`src/rtl/mult_seq_pkg.sv`:
```
// mult_seq_pkg: shared definitions for the sequential multiplier slice.
//   - state_t   : FSM state encoding (IDLE, RUN, FIX)
//   - cnt_width : width of a slice counter for a given slice count
//   - DEF_*     : default operand and slice widths
package mult_seq_pkg;

  localparam int DEF_A_WIDTH = 32;
  localparam int DEF_B_WIDTH = 32;
  localparam int DEF_SLICE_A = 8;
  localparam int DEF_SLICE_B = 16;

  typedef enum logic [1:0] {
    IDLE = 2'd0,
    RUN  = 2'd1,
    FIX  = 2'd2
  } state_t;

  // A counter over a single slice still needs one bit to exist.
  function automatic int cnt_width(input int slices);
    return (slices > 1) ? $clog2(slices) : 1;
  endfunction

endpackage

```
`src/rtl/mult_seq_if.sv`:
```
// mult_seq_if: start/busy/done handshake plus operand and product bus.
//   start, a, b        : requester -> multiplier
//   busy, done, product: multiplier -> requester
//   signed_mode        : requester -> multiplier, only when MULT_SEQ_SIGNED_EN
// Modports: master (requester side), slave (multiplier side).
interface mult_seq_if
  import mult_seq_pkg::*;
#(
  parameter int A_WIDTH = DEF_A_WIDTH,
  parameter int B_WIDTH = DEF_B_WIDTH
);

  logic                       start;
  logic [A_WIDTH-1:0]         a;
  logic [B_WIDTH-1:0]         b;
  logic                       busy;
  logic                       done;
  logic [A_WIDTH+B_WIDTH-1:0] product;

`ifdef MULT_SEQ_SIGNED_EN
  logic signed_mode;

  modport master (output start, a, b, signed_mode, input busy, done, product);
  modport slave  (input start, a, b, signed_mode, output busy, done, product);
`else
  modport master (output start, a, b, input busy, done, product);
  modport slave  (input start, a, b, output busy, done, product);
`endif

endinterface

```
`src/rtl/mult_slice.sv`:
```
// mult_slice: purely combinational SLICE_A x SLICE_B unsigned multiplier.
// Kept as its own module so it can be replaced by a DSP primitive.
//   x : SLICE_A-bit operand
//   y : SLICE_B-bit operand
//   p : SLICE_A+SLICE_B-bit full product
module mult_slice #(
  parameter int SLICE_A = 8,
  parameter int SLICE_B = 16
) (
  input  logic [SLICE_A-1:0]         x,
  input  logic [SLICE_B-1:0]         y,
  output logic [SLICE_A+SLICE_B-1:0] p
);

  localparam int SW = SLICE_A + SLICE_B;

  assign p = SW'(x) * SW'(y);

endmodule

```
`src/rtl/mult_seq.sv`:
```
// mult_seq: multi-cycle unsigned multiplier. One SLICE_A x SLICE_B partial
// product is accumulated per cycle; N = (A_WIDTH/SLICE_A)*(B_WIDTH/SLICE_B)
// cycles per product. A_WIDTH must be a multiple of SLICE_A and B_WIDTH a
// multiple of SLICE_B.
// Ports:
//   clk   : rising-edge clock
//   reset : synchronous active-high reset, wins over start
//   bus   : mult_seq_if.slave (start/a/b in, busy/done/product out)
// Optional feature: define MULT_SEQ_SIGNED_EN to add bus.signed_mode. Signed
// operands are reduced to magnitudes on capture and a FIX cycle negates the
// product when the signs differ; latency becomes N+1 for every operation.
module mult_seq
  import mult_seq_pkg::*;
#(
  parameter int A_WIDTH = DEF_A_WIDTH,
  parameter int B_WIDTH = DEF_B_WIDTH,
  parameter int SLICE_A = DEF_SLICE_A,
  parameter int SLICE_B = DEF_SLICE_B
) (
  input logic       clk,
  input logic       reset,
  mult_seq_if.slave bus
);

  localparam int NA = A_WIDTH / SLICE_A;
  localparam int NB = B_WIDTH / SLICE_B;
  localparam int IW = cnt_width(NA);
  localparam int JW = cnt_width(NB);
  localparam int PW = A_WIDTH + B_WIDTH;
  localparam int SW = SLICE_A + SLICE_B;
  localparam logic [IW-1:0] I_LAST = IW'(NA - 1);
  localparam logic [JW-1:0] J_LAST = JW'(NB - 1);

  state_t             state;
  logic [A_WIDTH-1:0] a_reg;
  logic [B_WIDTH-1:0] b_reg;
  logic [IW-1:0]      i_cnt;
  logic [JW-1:0]      j_cnt;
  logic [PW-1:0]      product_r;
  logic               busy_r;
  logic               done_r;

  logic [SLICE_A-1:0] a_slice;
  logic [SLICE_B-1:0] b_slice;
  logic [SW-1:0]      pp;
  logic [PW-1:0]      pp_shifted;
  logic               last_slice;
  logic [A_WIDTH-1:0] a_mag;
  logic [B_WIDTH-1:0] b_mag;

`ifdef MULT_SEQ_SIGNED_EN
  logic neg;

  // Two's complement negation of the most negative value yields the same bit
  // pattern, which is exactly its magnitude when read as unsigned.
  assign a_mag = (bus.signed_mode && bus.a[A_WIDTH-1]) ? -bus.a : bus.a;
  assign b_mag = (bus.signed_mode && bus.b[B_WIDTH-1]) ? -bus.b : bus.b;
`else
  assign a_mag = bus.a;
  assign b_mag = bus.b;
`endif

  // NOTE: every variable driven in always_comb gets a value on every path, so
  // no latch is inferred.
  always_comb begin
    a_slice    = SLICE_A'(a_reg >> (int'(i_cnt) * SLICE_A));
    b_slice    = SLICE_B'(b_reg >> (int'(j_cnt) * SLICE_B));
    pp_shifted = PW'(pp) << (int'(i_cnt) * SLICE_A + int'(j_cnt) * SLICE_B);
    last_slice = (i_cnt == I_LAST) && (j_cnt == J_LAST);
  end

  mult_slice #(
    .SLICE_A(SLICE_A),
    .SLICE_B(SLICE_B)
  ) u_slice (
    .x(a_slice),
    .y(b_slice),
    .p(pp)
  );

  // NOTE: all state is updated with non-blocking assignments so every
  // register samples the values from before the edge.
  always_ff @(posedge clk) begin
    if (reset) begin
      state     <= IDLE;
      busy_r    <= 1'b0;
      done_r    <= 1'b0;
      product_r <= '0;
      i_cnt     <= '0;
      j_cnt     <= '0;
      a_reg     <= '0;
      b_reg     <= '0;
`ifdef MULT_SEQ_SIGNED_EN
      neg       <= 1'b0;
`endif
    end else begin
      done_r <= 1'b0;
      case (state)
        IDLE: begin
          if (bus.start) begin
            a_reg     <= a_mag;
            b_reg     <= b_mag;
`ifdef MULT_SEQ_SIGNED_EN
            neg       <= bus.signed_mode & (bus.a[A_WIDTH-1] ^ bus.b[B_WIDTH-1]);
`endif
            product_r <= '0;
            i_cnt     <= '0;
            j_cnt     <= '0;
            busy_r    <= 1'b1;
            state     <= RUN;
          end
        end
        RUN: begin
          product_r <= product_r + pp_shifted;
          if (last_slice) begin
            i_cnt <= '0;
            j_cnt <= '0;
`ifdef MULT_SEQ_SIGNED_EN
            state <= FIX;
`else
            state  <= IDLE;
            busy_r <= 1'b0;
            done_r <= 1'b1;
`endif
          end else if (i_cnt == I_LAST) begin
            // a slices are the inner loop; wrap and step to the next b slice.
            i_cnt <= '0;
            j_cnt <= j_cnt + JW'(1);
          end else begin
            i_cnt <= i_cnt + IW'(1);
          end
        end
`ifdef MULT_SEQ_SIGNED_EN
        FIX: begin
          if (neg) product_r <= -product_r;
          state  <= IDLE;
          busy_r <= 1'b0;
          done_r <= 1'b1;
        end
`endif
        default: begin
          state  <= IDLE;
          busy_r <= 1'b0;
        end
      endcase
    end
  end

  assign bus.busy    = busy_r;
  assign bus.done    = done_r;
  assign bus.product = product_r;

endmodule

```
`src/flat_wrapper.sv`:
```
// flat-port wrapper written by rule: the top's interface ports become plain ports
module mult_seq_flat import mult_seq_pkg::*;
#(
  parameter int A_WIDTH = DEF_A_WIDTH,
  parameter int B_WIDTH = DEF_B_WIDTH,
  parameter int SLICE_A = DEF_SLICE_A,
  parameter int SLICE_B = DEF_SLICE_B
)
  (clk, reset, bus_start, bus_a, bus_b, bus_busy, bus_done, bus_product);
  mult_seq_if #(.A_WIDTH(A_WIDTH), .B_WIDTH(B_WIDTH)) bus_i ();
  input logic clk;
  input logic reset;
  input wire logic [$bits(bus_i.start)-1:0] bus_start;
  input wire logic [$bits(bus_i.a)-1:0] bus_a;
  input wire logic [$bits(bus_i.b)-1:0] bus_b;
  output wire logic [$bits(bus_i.busy)-1:0] bus_busy;
  output wire logic [$bits(bus_i.done)-1:0] bus_done;
  output wire logic [$bits(bus_i.product)-1:0] bus_product;
  assign bus_i.start = bus_start;
  assign bus_i.a = bus_a;
  assign bus_i.b = bus_b;
  assign bus_busy = bus_i.busy;
  assign bus_done = bus_i.done;
  assign bus_product = bus_i.product;
  mult_seq #(.A_WIDTH(A_WIDTH), .B_WIDTH(B_WIDTH), .SLICE_A(SLICE_A), .SLICE_B(SLICE_B)) u_core (.clk(clk), .reset(reset), .bus(bus_i));
endmodule
```
`config.mk`:
```
export PLATFORM = sky130hd
export DESIGN_NAME = mult_seq_flat
export DESIGN_NICKNAME = d
export VERILOG_FILES = /design/src/rtl/mult_seq_pkg.sv /design/src/rtl/mult_seq_if.sv /design/src/rtl/mult_slice.sv /design/src/rtl/mult_seq.sv /design/src/flat_wrapper.sv
export SDC_FILE = /design/constraint.sdc
export NUM_CORES = 1
export LEC_CHECK = 0
export ABC_AREA = 1
export ABC_CLOCK_PERIOD_IN_PS = 19300
export BUFFER_PORTS_ARGS = -buffer_cell sky130_fd_sc_hd__buf_4
export CAP_MARGIN = 0
export CORE_MARGIN = 2
export CORE_UTILIZATION = 60
export CTS_CLUSTER_DIAMETER = 120
export CTS_CLUSTER_SIZE = 12
export DETAILED_ROUTE_END_ITERATION = 8
export GPL_TIMING_DRIVEN = 0
export PLACE_DENSITY = 0.8
export SLEW_MARGIN = 5
export SYNTH_ARGS = -nofsm -noshare
export SYNTH_HDL_FRONTEND = slang
export SYNTH_SLANG_ARGS = --single-unit
export TNS_END_PERCENT = 1
```
`constraint.sdc`:
```
create_clock -name clk -period 19.3 [get_ports clk]
set_input_delay 3.86 -clock clk [delete_from_list [all_inputs] [get_ports clk]]
set_output_delay 3.86 -clock clk [all_outputs]
set_load 0.02 [all_outputs]
```
==> flow_summary.toml <==
[finish]
area_growth_pct = 13.9
layout-drive-gt1-share = 0.119
utilization = 0.697
largest_reg_flops = 64
fin_nets = 2644

[yosys]
synthTopCellsByCount = "nor2_1 (422), nand2_1 (412), inv_1 (271)"
synth-edff-count = 0
synthAdderAreaFrac = 0.213
synth_top_family_by_area = "simple AND/OR/NAND/NOR gates"
synth_cell_types = 50
yosys_register_bits = 133
synth_top_area_cell = "dfxtp_1"
yosys.area_share.simple = 0.307
synthArstFlopShare = 0
synthFlopType = "dfxtp_1"
syn-num-nets = 2493
syn_area_per_cell_um2 = 6.44
ys_top_cells_by_area = "dfxtp_1 (19%), fa_1 (12%), nor2_1 (11%)"
synth_area_um2 = 14400
synth_most_common_cell = "nor2_1"
synth_top_area_frac = 0.185
muxShareOfSynthArea = 0.00836
postSynthCellCount = 2232
yosys.area_share.xor_xnor = 0.00792
yosys_warnings = 0
yosysSeqAreaShare = 0.185
synth_compound_area_frac = 0.182

[clock_network]
ctsResizeCount = 0
h-tree-depth = 4
cts.reportedPaths.clkPinSlew_ns = 0.07
cts_max_path_buffers = 2
cts_root_buffer = "clkbuf_16"
post_cts_buffers = 0
cts.sinks = 133
cts_tree = "built"
numCtsBuffers = 17
cts_hold_buf = 0
insertion_delay_ns = 0.44

[timing]
tightest_slew_ns = 1.29
setup_viol = 0
min_period_ns = 9.20
timing.fmax_mhz = 109
rsz0062_at_grt = "no"
slew_violations = 0
relSlewSlack = 0.115
fin_crit_sh = 0.477
hold_viol = 0
clock_skew_ns = 0.0155
tns_ns = 0

[worst_setup_path]
crit_start = "u_core.i_cnt[0]$_SDFFE_PP0P_"
slowest_delay_ns = 0.57
slowest_stage = "fa_1"
critPathRequiredTime_ns = 19.65
critPathLaunchType = "register"
cp_max_fo = 10
end_kind = "register"
arrival_ns = 9.56
crit_path_frequent_cell = "nand2_1"
regToRegStartpoint = "u_core.i_cnt[0]$_SDFFE_PP0P_"
path_class = "register to register"

[floorplan]
core-area_um2 = 23500
die-area_um2 = 25200
start_util = 0.612
chipWidth_um = 159
rows = 56
die_h_um = 159
ios = 133

[drt]
drt_wl_total_um = 53700
postRouteAntennaNets = 0
vias = 16334
wl_per_cell_um = 19.8
initialDrtViolationCount = 2343
drc_errors = 0
via_per_inst = 6.01
first_pass_iters = 8

[flow_run]
maxCapViolCount = 0

[status]
status = "complete, no violations"

[pwr]
powerDensity_nw_per_um2 = 64.0
peakVddDrop_mv = 0.0692
cellLeakagePower_nw = 7.86

[placement]
port-buffer-count = 132
dp_hpwl_um = 43700
gp_congestion = 1.07

[global_route]
grt.total_usage = 0.422
grt_antenna_before_repair = 0
grt_max_degree = 17
grt_pass1_vias = 15177
grt_overflow_total = 0
grt_pass1_wl_um = 82700

[min_path]
min_from = "u_core.b_reg[2]$_SDFFE_PP0P_"
holdCritPathClass = "register to register"
## metrics by stage
stage	total power [mW]	hold WS (ns)	setup WS, ns	cells	instance area (um2)
final	1.05	0.463	10.10	2716	16400
after global routing	1.09	0.494	9.71	2715	16400
after CTS	1.03	0.456	10.59	2715	16400
after detailed placement	0.682	0.443	10.64	2683	15800
after global placement	0.670	0.438	10.68	2683	15800
after floorplan	0.556	0.425	12.58	2232	14400
## power by group
| part | internal, mW | leakage (nW) | switching [mW] |
|---|---|---|---|
| Sequential | 0.291 | 1.09 | 0.0126 |
| Combinational | 0.120 | 6.47 | 0.271 |
| Clock | 0.186 | 0.294 | 0.166 |
## cell type report
cell class,count,area (um2)
Antenna cell,1,2.50
Buffer,73,293
Clock buffer,17,425
Clock inverter,15,179
Fill cell,1983,7110
Inverter,291,1090
Multi-Input combinational cell,1735,10300
Sequential cell,133,2660
Tap cell,319,399
Timing Repair Buffer,132,991
## cells by family (layout without fill, tap and decap cells)
family	count (synthesis)	in the layout
buffers and inverters	364	528
DFF	133	133
xor gates and xnor gates	13	13
adders and majority gates	194	194
muxes	12	12
and+or+nand+nor	1044	1044
other	0	1
AOI/OAI and AO/OA	472	472
## worst max-delay path, delay by kind of cell, from the launching register on
family,cells,cell delay (ns)
adders and majority gates,6,2.94
DFF,1,0.33
xor gates and xnor gates,1,0.23
and+or+nand+nor,11,1.59
buffers and inverters,8,1.58
AOI/OAI and AO/OA,10,2.44
## cell usage in the layout (no fill, tap or decap), drive strengths merged, types with 2 or more instances in the layout
cell and instances:
o21a 4, dfxtp 133, xnor2 3, buf 151, nor4 3, nor3 12
o311ai 2, nand3b 6, or2 19, inv 298, clkbuf 71, clkinv 6
and3 4, nand2 430, a21oi 209, a21boi 3, a21o 16, nor2 439
mux2i 12, a31oi 16, ha 109, o22ai 9, o21bai 17, nand3 117
xor2 10, o21ai 191, fa 85, nand4 13
## final timing paths
check                                   endpoint  slack [ns]  cells after the start
max          u_core.bus.product[52]$_SDFFE_PP0P_       10.10                     36
min                 u_core.b_reg[2]$_SDFFE_PP0P_        0.46                      2
max reg2reg  u_core.bus.product[52]$_SDFFE_PP0P_       10.10                     36
min reg2reg         u_core.b_reg[2]$_SDFFE_PP0P_        0.46                      2
## layer usage
| layer | vias up | routed length [um] | track usage |
|---|---|---|---|
| met3 | 173 | 7470 | 0.132 |
| met2 | 1069 | 22600 | 0.632 |
| li1 | 7533 | - | - |
| met4 | 0 | 1980 | 0.140 |
| met1 | 7559 | 21700 | 0.577 |
| met5 | - | 0 | 0 |
No activity file was read; power rests on OpenSTA's default activity.
